## src/rtl/pwm_capture_pkg.sv

```systemverilog
`default_nettype none
// +----------------------------------------------------------------------+
// | pwm_capture_pkg                                                      |
// | Shared types and constants for the PWM capture block.                |
// | Rev 1.0 - initial release                                            |
// +----------------------------------------------------------------------+
package pwm_capture_pkg;

    localparam int c_CNT_W_DEFAULT = 32;

    // Polarity encoding shared with pwm_module
    localparam logic PWM_POL_HIGH = 1'b0;
    localparam logic PWM_POL_LOW  = 1'b1;

    typedef enum logic [1:0] {
        ST_IDLE     = 2'd0,
        ST_ARM      = 2'd1,
        ST_ACTIVE   = 2'd2,
        ST_INACTIVE = 2'd3
    } pwm_cap_state_t;

endpackage
`default_nettype wire

```

## src/rtl/pwm_capture_in_cond.sv

```systemverilog
`default_nettype none
// +----------------------------------------------------------------------+
// | pwm_in_cond                                                          |
// | Input synchronizer, optional glitch filter (PWM_CAPTURE_GLITCH_      |
// | FILTER_EN), polarity normalization and registered edge detection.    |
// | Rev 1.0 - initial release                                            |
// +----------------------------------------------------------------------+
module pwm_in_cond
    import pwm_capture_pkg::*;
#(
    parameter int SYNC_STAGES = 2,
    parameter int FILT_LEN    = 4
) (
    input  logic clk,
    input  logic rst,
    input  logic i_pwm_in,
    input  logic i_polar,
    output logic o_s_lvl,
    output logic o_rise,
    output logic o_fall
);

`ifdef PWM_CAPTURE_GLITCH_FILTER_EN
    localparam bit c_FILT_EN = 1'b1;
`else
    localparam bit c_FILT_EN = 1'b0;
`endif

    logic [SYNC_STAGES-1:0] r_sync;
    logic                   w_raw;
    logic                   w_filt;
    logic                   w_lvl;
    logic                   r_lvl_q;
    logic                   r_rise;
    logic                   r_fall;

    always_ff @(posedge clk) begin
        if (rst) begin
            r_sync <= '0;
        end else begin
            r_sync <= {r_sync[SYNC_STAGES-2:0], i_pwm_in};
        end
    end

    assign w_raw = r_sync[SYNC_STAGES-1];

    generate
        if (c_FILT_EN && (FILT_LEN > 0)) begin : g_filt
            localparam int                c_FW   = $clog2(FILT_LEN + 1);
            localparam logic [c_FW-1:0]   c_LAST = c_FW'(FILT_LEN - 1);
            localparam logic [c_FW-1:0]   c_ONE  = c_FW'(1);
            logic [c_FW-1:0] r_cnt;
            logic            r_filt;

            // Any return to the current level restarts the stability count
            always_ff @(posedge clk) begin
                if (rst) begin
                    r_cnt  <= '0;
                    r_filt <= 1'b0;
                end else if (w_raw == r_filt) begin
                    r_cnt  <= '0;
                end else if (r_cnt == c_LAST) begin
                    r_filt <= w_raw;
                    r_cnt  <= '0;
                end else begin
                    r_cnt  <= r_cnt + c_ONE;
                end
            end
            assign w_filt = r_filt;
        end else begin : g_no_filt
            assign w_filt = w_raw;
        end
    endgenerate

    assign w_lvl = w_filt ^ (i_polar == PWM_POL_LOW);

    always_ff @(posedge clk) begin
        if (rst) begin
            r_lvl_q <= 1'b0;
            r_rise  <= 1'b0;
            r_fall  <= 1'b0;
        end else begin
            r_lvl_q <= w_lvl;
            r_rise  <= w_lvl & ~r_lvl_q;
            r_fall  <= ~w_lvl & r_lvl_q;
        end
    end

    assign o_s_lvl = w_lvl;
    assign o_rise  = r_rise;
    assign o_fall  = r_fall;

endmodule
`default_nettype wire

```

## src/rtl/pwm_capture.sv

```systemverilog
`default_nettype none
// +----------------------------------------------------------------------+
// | pwm_capture                                                          |
// | Measures period and active width of a PWM input in clock cycles.     |
// | Optional glitch filter: define PWM_CAPTURE_GLITCH_FILTER_EN.         |
// | Rev 1.0 - initial release                                            |
// +----------------------------------------------------------------------+
module pwm_capture
    import pwm_capture_pkg::*;
#(
    parameter int CNT_W       = c_CNT_W_DEFAULT,
    parameter int SYNC_STAGES = 2,
    parameter int FILT_LEN    = 4
) (
    input  logic             i_sysclk,
    input  logic             i_reset,
    input  logic             i_enable,
    input  logic             i_polar,
    input  logic [CNT_W-1:0] i_timeout_cnt,
    input  logic             i_pwm_in,
    output logic [CNT_W-1:0] o_period_cnt,
    output logic [CNT_W-1:0] o_duty_cnt,
    output logic             o_valid,
    output logic             o_timeout,
    output logic             o_stuck_level,
    output logic             o_busy
);

    localparam logic [CNT_W-1:0] c_ONE = CNT_W'(1);

    pwm_cap_state_t   r_state;
    logic             r_pol;
    logic [CNT_W-1:0] r_per_cnt;
    logic [CNT_W-1:0] r_duty_sh;
    logic [CNT_W-1:0] r_idle_cnt;
    logic [CNT_W-1:0] r_period;
    logic [CNT_W-1:0] r_duty;
    logic             r_valid;
    logic             r_timeout;
    logic             r_stuck;

    logic             w_lvl;
    logic             w_rise;
    logic             w_fall;
    logic             w_edge;
    logic             w_tmo;
    logic [CNT_W-1:0] w_per_inc;
    logic [CNT_W-1:0] w_idle_inc;

    function automatic logic [CNT_W-1:0] sat_inc(input logic [CNT_W-1:0] v);
        return (v == '1) ? v : v + c_ONE;
    endfunction

    pwm_in_cond #(
        .SYNC_STAGES (SYNC_STAGES),
        .FILT_LEN    (FILT_LEN)
    ) u_in_cond (
        .clk      (i_sysclk),
        .rst      (i_reset),
        .i_pwm_in (i_pwm_in),
        .i_polar  (r_pol),
        .o_s_lvl  (w_lvl),
        .o_rise   (w_rise),
        .o_fall   (w_fall)
    );

    assign w_edge     = w_rise | w_fall;
    assign w_per_inc  = sat_inc(r_per_cnt);
    assign w_idle_inc = sat_inc(r_idle_cnt);
    // Excluding edge cycles lets a coincident rise win over the timeout
    assign w_tmo = (r_state != ST_IDLE) && (i_timeout_cnt != '0) && !w_edge &&
                   (w_idle_inc == i_timeout_cnt);

    always_ff @(posedge i_sysclk) begin
        if (i_reset) begin
            r_state    <= ST_IDLE;
            r_pol      <= PWM_POL_HIGH;
            r_per_cnt  <= '0;
            r_duty_sh  <= '0;
            r_idle_cnt <= '0;
            r_period   <= '0;
            r_duty     <= '0;
            r_valid    <= 1'b0;
            r_timeout  <= 1'b0;
            r_stuck    <= 1'b0;
        end else begin
            r_valid   <= 1'b0;
            r_timeout <= 1'b0;
            if (r_state == ST_IDLE) begin
                r_pol <= i_polar;
            end
            r_idle_cnt <= ((r_state == ST_IDLE) || w_edge || w_tmo) ? '0 : w_idle_inc;

            if (!i_enable) begin
                r_state   <= ST_IDLE;
                r_per_cnt <= '0;
            end else if (w_tmo) begin
                r_timeout <= 1'b1;
                r_stuck   <= w_lvl;
                r_period  <= '0;
                r_duty    <= {CNT_W{w_lvl}};
                r_per_cnt <= '0;
                r_state   <= ST_ARM;
            end else begin
                case (r_state)
                    ST_IDLE: begin
                        r_state <= ST_ARM;
                    end
                    ST_ARM: begin
                        if (w_rise) begin
                            r_per_cnt <= c_ONE;
                            r_state   <= ST_ACTIVE;
                        end
                    end
                    ST_ACTIVE: begin
                        r_per_cnt <= w_per_inc;
                        if (w_fall) begin
                            r_duty_sh <= r_per_cnt;
                            r_state   <= ST_INACTIVE;
                        end
                    end
                    ST_INACTIVE: begin
                        if (w_rise) begin
                            r_period  <= r_per_cnt;
                            r_duty    <= r_duty_sh;
                            r_valid   <= 1'b1;
                            r_per_cnt <= c_ONE;
                            r_state   <= ST_ACTIVE;
                        end else begin
                            r_per_cnt <= w_per_inc;
                        end
                    end
                    default: begin
                        r_state <= ST_IDLE;
                    end
                endcase
            end
        end
    end

    assign o_period_cnt  = r_period;
    assign o_duty_cnt    = r_duty;
    assign o_valid       = r_valid;
    assign o_timeout     = r_timeout;
    assign o_stuck_level = r_stuck;
    assign o_busy        = (r_state != ST_IDLE);

endmodule
`default_nettype wire

```

## config.mk

```make
export PLATFORM = sky130hd
export DESIGN_NAME = pwm_capture
export DESIGN_NICKNAME = d
export VERILOG_FILES = /design/src/rtl/pwm_capture_pkg.sv /design/src/rtl/pwm_capture_in_cond.sv /design/src/rtl/pwm_capture.sv
export SDC_FILE = /design/constraint.sdc
export NUM_CORES = 1
export LEC_CHECK = 0
export BUFFER_PORTS_ARGS = -buffer_cell sky130_fd_sc_hd__buf_2
export CAP_MARGIN = 20
export CORE_MARGIN = 4
export CORE_UTILIZATION = 30
export CTS_CLUSTER_SIZE = 14
export DETAILED_ROUTE_END_ITERATION = 10
export HOLD_SLACK_MARGIN = 0.06
export PLACE_DENSITY_LB_ADDON = 0.3
export SYNTH_ARGS = -nofsm -noshare
export SYNTH_HDL_FRONTEND = slang
export SYNTH_HIERARCHICAL = 1
export SYNTH_SLANG_ARGS = --single-unit
export TNS_END_PERCENT = 20
```

## constraint.sdc

```tcl
create_clock -name i_sysclk -period 5.01 [get_ports i_sysclk]
set_clock_uncertainty 0.1 [all_clocks]
set_input_delay 1.002 -clock i_sysclk [delete_from_list [all_inputs] [get_ports i_sysclk]]
set_output_delay 1.002 -clock i_sysclk [all_outputs]
set_load 0.02 [all_outputs]
```

# Word-level counts from Yosys, hierarchy flattened
# Cells that the tools add are included.
[word_totals] inputBits=37 reg_bits=171
[classes] eq_ne=11 mux=17 n_addsub=2 n_reduce_logical=23 bitwise_logic=9
[ops] operator="$mux 32" count=10
[ops] operator="$pmux 32 s3" count=1
[ops] operator="$add 32x1->32 const B" count=2
[ops] operator="$eq 32x32->1 const B" count=2
[ops] operator="$eq 32x32->1" count=1
[ops] operator="$reduce_bool 32->1" count=1
[ops] operator="$reduce_and 2->1" count=4
[ops] operator="$ne 2x1->1 const B" count=3
[ops] operator="$pmux 2 s3" count=1
[ops] operator="$reduce_bool 2->1" count=3
[ops] operator="$reduce_or 2->1" count=3
[ops] operator="$not 1->1" count=5
[ops] operator="$eq 2x2->1 const B" count=2
[ops] operator="$mux 2" count=2
[ops] operator="$reduce_and 4->1" count=1
[ops] operator="$reduce_or 4->1" count=1
[ops] operator="$logic_and 1x1->1" count=3
[ops] operator="$mux 1" count=3
[ops] operator="$ne 3x1->1 const B" count=1
[ops] operator="$ne 3x2->1 const B" count=1
[ops] operator="$reduce_and 3->1" count=1
[ops] operator="$reduce_bool 3->1" count=1
[ops] operator="$reduce_or 3->1" count=1
[ops] operator="$and 1x1->1" count=2
[ops] operator="other kinds (6)" count=7

# Logic depth before layout (Yosys ltp)
[depth] word_depth=6 mapped_depth=16 ltp_nobuf=10

# By module
# The synthesis kept the hierarchy.
[by_module_without_submodules] module="pwm_capture" cells_per_inst=1073 n_inst=1 area_each_um2=8534.4 seq_area_each_um2=3323.2
[by_module_without_submodules] module="pwm_in_cond" cells_per_inst=12 n_inst=1 area_each_um2=153.9 seq_area_each_um2=100.1

# Worst setup path after synthesis
# No wires, ideal clock.
[synth_timing] kind="flip-flop to flip-flop" from="reg r_idle_cnt[0]" to="reg r_period[22], in the netlist o_period_cnt[22]" path_stages_with_launch=17 path_slack_ns=1.113 required_ns=4.793 arrival_ns=3.680 path_cell_list="dfxtp_1 -> ha_1 -> buf_2 -> and4_1 -> buf_2 -> nand3_1 -> nor3_2 -> buf_4 -> nor4_1 -> a311oi_1 -> o2111ai_1 -> or4_1 -> buf_2 -> or4_4 -> buf_6 -> buf_6 -> a22o_1"
[synth_via] elab_chain_cells=6 word_cells_on_any_way=9 classes_between="add/sub (1); eq/ne (2); mux (2); reduce/logical (4)"
[synth_lines] item="from (decl)" line="pwm_capture.sv:35" text="logic [CNT_W-1:0] r_idle_cnt;"
[synth_lines] item="from (signal assigned)" line="pwm_capture.sv:92" text="r_idle_cnt <= ((r_state == ST_IDLE) || w_edge || w_tmo) ? '0 : w_idle_inc;"
[synth_lines] item="$add 32x1->32 / $eq 32x32->1 (equally long branches)" line="pwm_capture.sv:51" text="return (v == '1) ? v : v + c_ONE;"
[synth_lines] item="$mux 32 *" line="pwm_capture.sv:51"
[synth_lines] item="$eq 32x32->1 *" line="pwm_capture.sv:72" text="(w_idle_inc == i_timeout_cnt);"
[synth_lines] item="$logic_and 1x1->1 *" line="pwm_capture.sv:71" text="assign w_tmo = (r_state != ST_IDLE) && (i_timeout_cnt != '0) && !w_edge &&"
[synth_lines] item="$reduce_bool 2->1 (no line)"
[synth_lines] item="$reduce_and 3->1 (no line)"
[synth_lines] item="to (signal assigned)" line="pwm_capture.sv:124" text="r_period <= r_per_cnt;"
[synth_lines] item="to (decl)" line="pwm_capture.sv:36" text="logic [CNT_W-1:0] r_period;"
# Mark *: on every way between the ends. The rest lies on a longest branch, timed or not.
# A chain may end at the register's enable or synchronous reset.

# Worst setup path in the final report
[layout_timing] from="reg r_idle_cnt[5]" to="reg r_period[5], in the netlist o_period_cnt[5]"
# The elaborated chain is that of the path after synthesis.

==> qor.txt <==
WL/cell - 18.62 um
relative max-transition margin - 41.80%
end of the critical path - o_period_cnt[5]
top_reg_cell synth - dfxtp_1
minimum clock period - 4.399 ns
synth top area cells - dfxtp_1, nand2_1, a21oi_1, xnor2_1, nor3_1
initial antenna violation count - 1
DRC viols - 0
unrepaired setup endpoints after global routing - false
R2R setup slack - 0.61 ns
vias per cell - 5.377
H-tree levels - 4
status - finished clean
fmax - 227.3 MHz
worst setup margin - 0.6111 ns
clk root buf - clkbuf_16
Distinct cells, synth - 63
Setup Buffers After CTS - 0
port bufs - 104
Post-DRT Antenna Nets - 0
Die H - 178.2 um
DP Wirelength - 20,430 um
Synthesized Nets - 1,124
clock sinks - 171
RD Place Congestion - 0.9924
Critical Path Source Type - flip-flop
Max-Cap Viols - 0
Layout Nets - 1,191
pre-CTS WS - 0.6833 ns
core box area - 28,630 um^2
total track usage - 17.87%
Crit Path Class - reg -> reg
Synth async-reset ratio - 0%
Cells after Synth - 1,085
Final Total Pwr - 0.002857 W
nature of the critical path endpoint - flip-flop
Final setup viols - 0
Synth top area share - 39.40%
warnings from Yosys - 6
clock slew seen by the registers of the worst setup and hold paths - 0.07 ns
Clk Latency, worst-skew pair - 0.44 ns
I/O Pins - 105
share of cells above drive strength 1 - 15.62%
flop and latch count out of synthesis - 171
reg2reg path depth - 9
Crit Path Max Fanout - 37
leak pwr - 3.949 nW
ant diodes - 0
Netlist Area Pre-Place - 8688 um^2
TNS Setup - 0 ns
Worst VDD drop - 0.2175 mV
largest net degree at the start of global routing - 72
CTS tree - done
Hold WC Path Type - reg -> reg
Final Cycle Share - 87.80%
worst reg2reg path startpoint - r_idle_cnt[5]
CTS buffer count - 17
Worst EP arrival - 4.63 ns
FILL cells - 3,047
post-CTS sizing - 0
Seq/Total Area, Yosys - 39.40%
first-pass GRT wire length - 44,560 um
die area - 31,750 um^2
area grow syn2layout - 17.47%
most common cell after layout, fill and taps aside - nand2_1
clk buf depth - 2
row cnt - 62
via count - 8,329
final hold violations - 0
number of hold buffers added after CTS - 0
die width - 178.2 um
Mapped Avg Cell Area - 8.008 um^2
Worst Tran Pin Value - 0.8651 ns
Synth area leader - dfxtp_1
Congestion Overflow GR - 0
vias in the first global route - 7,827
post-layout util - 35.65%
Hold Slack - 0.3092 ns
crit path launch - r_idle_cnt[5]
Routed WL - 28,850 um
Pwr per Cell Area - 279.9 nW/um^2
Initial Util - 30.35%
Crit Reg-Reg Endpoint - o_period_cnt[5]
Starting DRT DRC Count - 685
commonest non-fill, non-tap cells in the layout - nand2_1, dfxtp_1, buf_2, a21oi_1, nor3_1
EDFF count, synth - 0
TritonRoute pass-1 iters - 5
Critical Path RT - 5.24 ns
Final Slew Violations - 0
[through the flow]
stage	area, um^2	cells
floorplan	8688	1085
global placement	9572	1517
detailed placement	9572	1517
CTS	10210	1549
global route	10210	1549
finish	10210	1549
[worst min-delay path by stage]
stage,endpoint,cells after the start,startpoint
2_1_floorplan,u_in_cond/o_rise,1,u_in_cond/r_lvl_q
3_3_place_gp,u_in_cond/o_rise,1,u_in_cond/r_lvl_q
3_5_place_dp,u_in_cond/o_rise,1,u_in_cond/r_lvl_q
4_1_cts,u_in_cond/o_rise,1,u_in_cond/r_lvl_q
5_1_grt,u_in_cond/o_rise,1,u_in_cond/r_lvl_q
6_report,u_in_cond/o_rise,1,u_in_cond/r_lvl_q
[final cells by class]
cell class | instances | area [um^2] | share of cell area, %
timing repair buffer | 131 | 760.7 | 7.454
clock buffer | 17 | 425.4 | 4.168
tap | 384 | 480.5 | 4.708
multi-input combinational | 814 | 4843 | 47.46
sequential | 171 | 3423 | 33.54
clock inverter | 15 | 209.0 | 2.047
inverter | 17 | 63.81 | 0.6252
[critical path: stages (launching register included)]
cell and delay (ns):
dfxtp_1 0.55, and4_1 0.45, nand3_1 0.46, o311a_1 0.50, a311oi_1 0.44, o2111ai_1 0.18, or4_1 0.60, or4_4 0.59
buf_12 0.20, a22o_1 0.19
[sequential cells by signal, indices dropped and copies added, names as in the netlist, 2 cells and up]
register          flops
o_duty_cnt           32
r_per_cnt            32
r_idle_cnt           32
r_state               2
r_duty_sh            32
u_in_cond/r_sync      2
o_period_cnt         32
[synthesized netlist by cell type (30+ instances only)]
master / number
dfxtp_1: 171
a21oi_1: 85
a22o_1: 32
a21o_1: 33
nor4_1: 30
nand2_1: 185
clkbuf_1: 57
nor3_1: 74
nor2_1: 48
xnor2_1: 44
and3_1: 49
nand3_1: 36
[power breakdown]
group | internal, W | switching [W] | leakage [nW]
clock network | 0.000694 | 0.000688 | 0.303
registers | 0.00136 | 0.00000344 | 1.38
logic | 0.0000361 | 0.0000730 | 2.27
[kinds of logic (layout without fill, tap and decap cells)]
| kind of cell | Yosys count | after routing | share of synthesized area [%] |
|---|---|---|---|
| flip-flops | 171 | 171 | 39.40 |
| buffers and inverters | 100 | 180 | 5.228 |
| AND/OR/NAND/NOR | 520 | 520 | 30.49 |
| XOR/XNOR | 69 | 69 | 7.200 |
| AO/OA/AOI/OAI | 215 | 215 | 16.47 |
| multiplexers | 8 | 8 | 0.9217 |
| adder cells (fa/ha/maj) | 2 | 2 | 0.2880 |
[per-layer routing]
layer  wire length (um)  part of all wire (%)  GRT usage, %
met3               2002                   6.9         3.730
met5                 10                 0.035             0
met4                606                   2.1         5.309
met2              13030                    45         28.28
met1              13200                    46         24.60
Power figures use the tool's default switching activity.
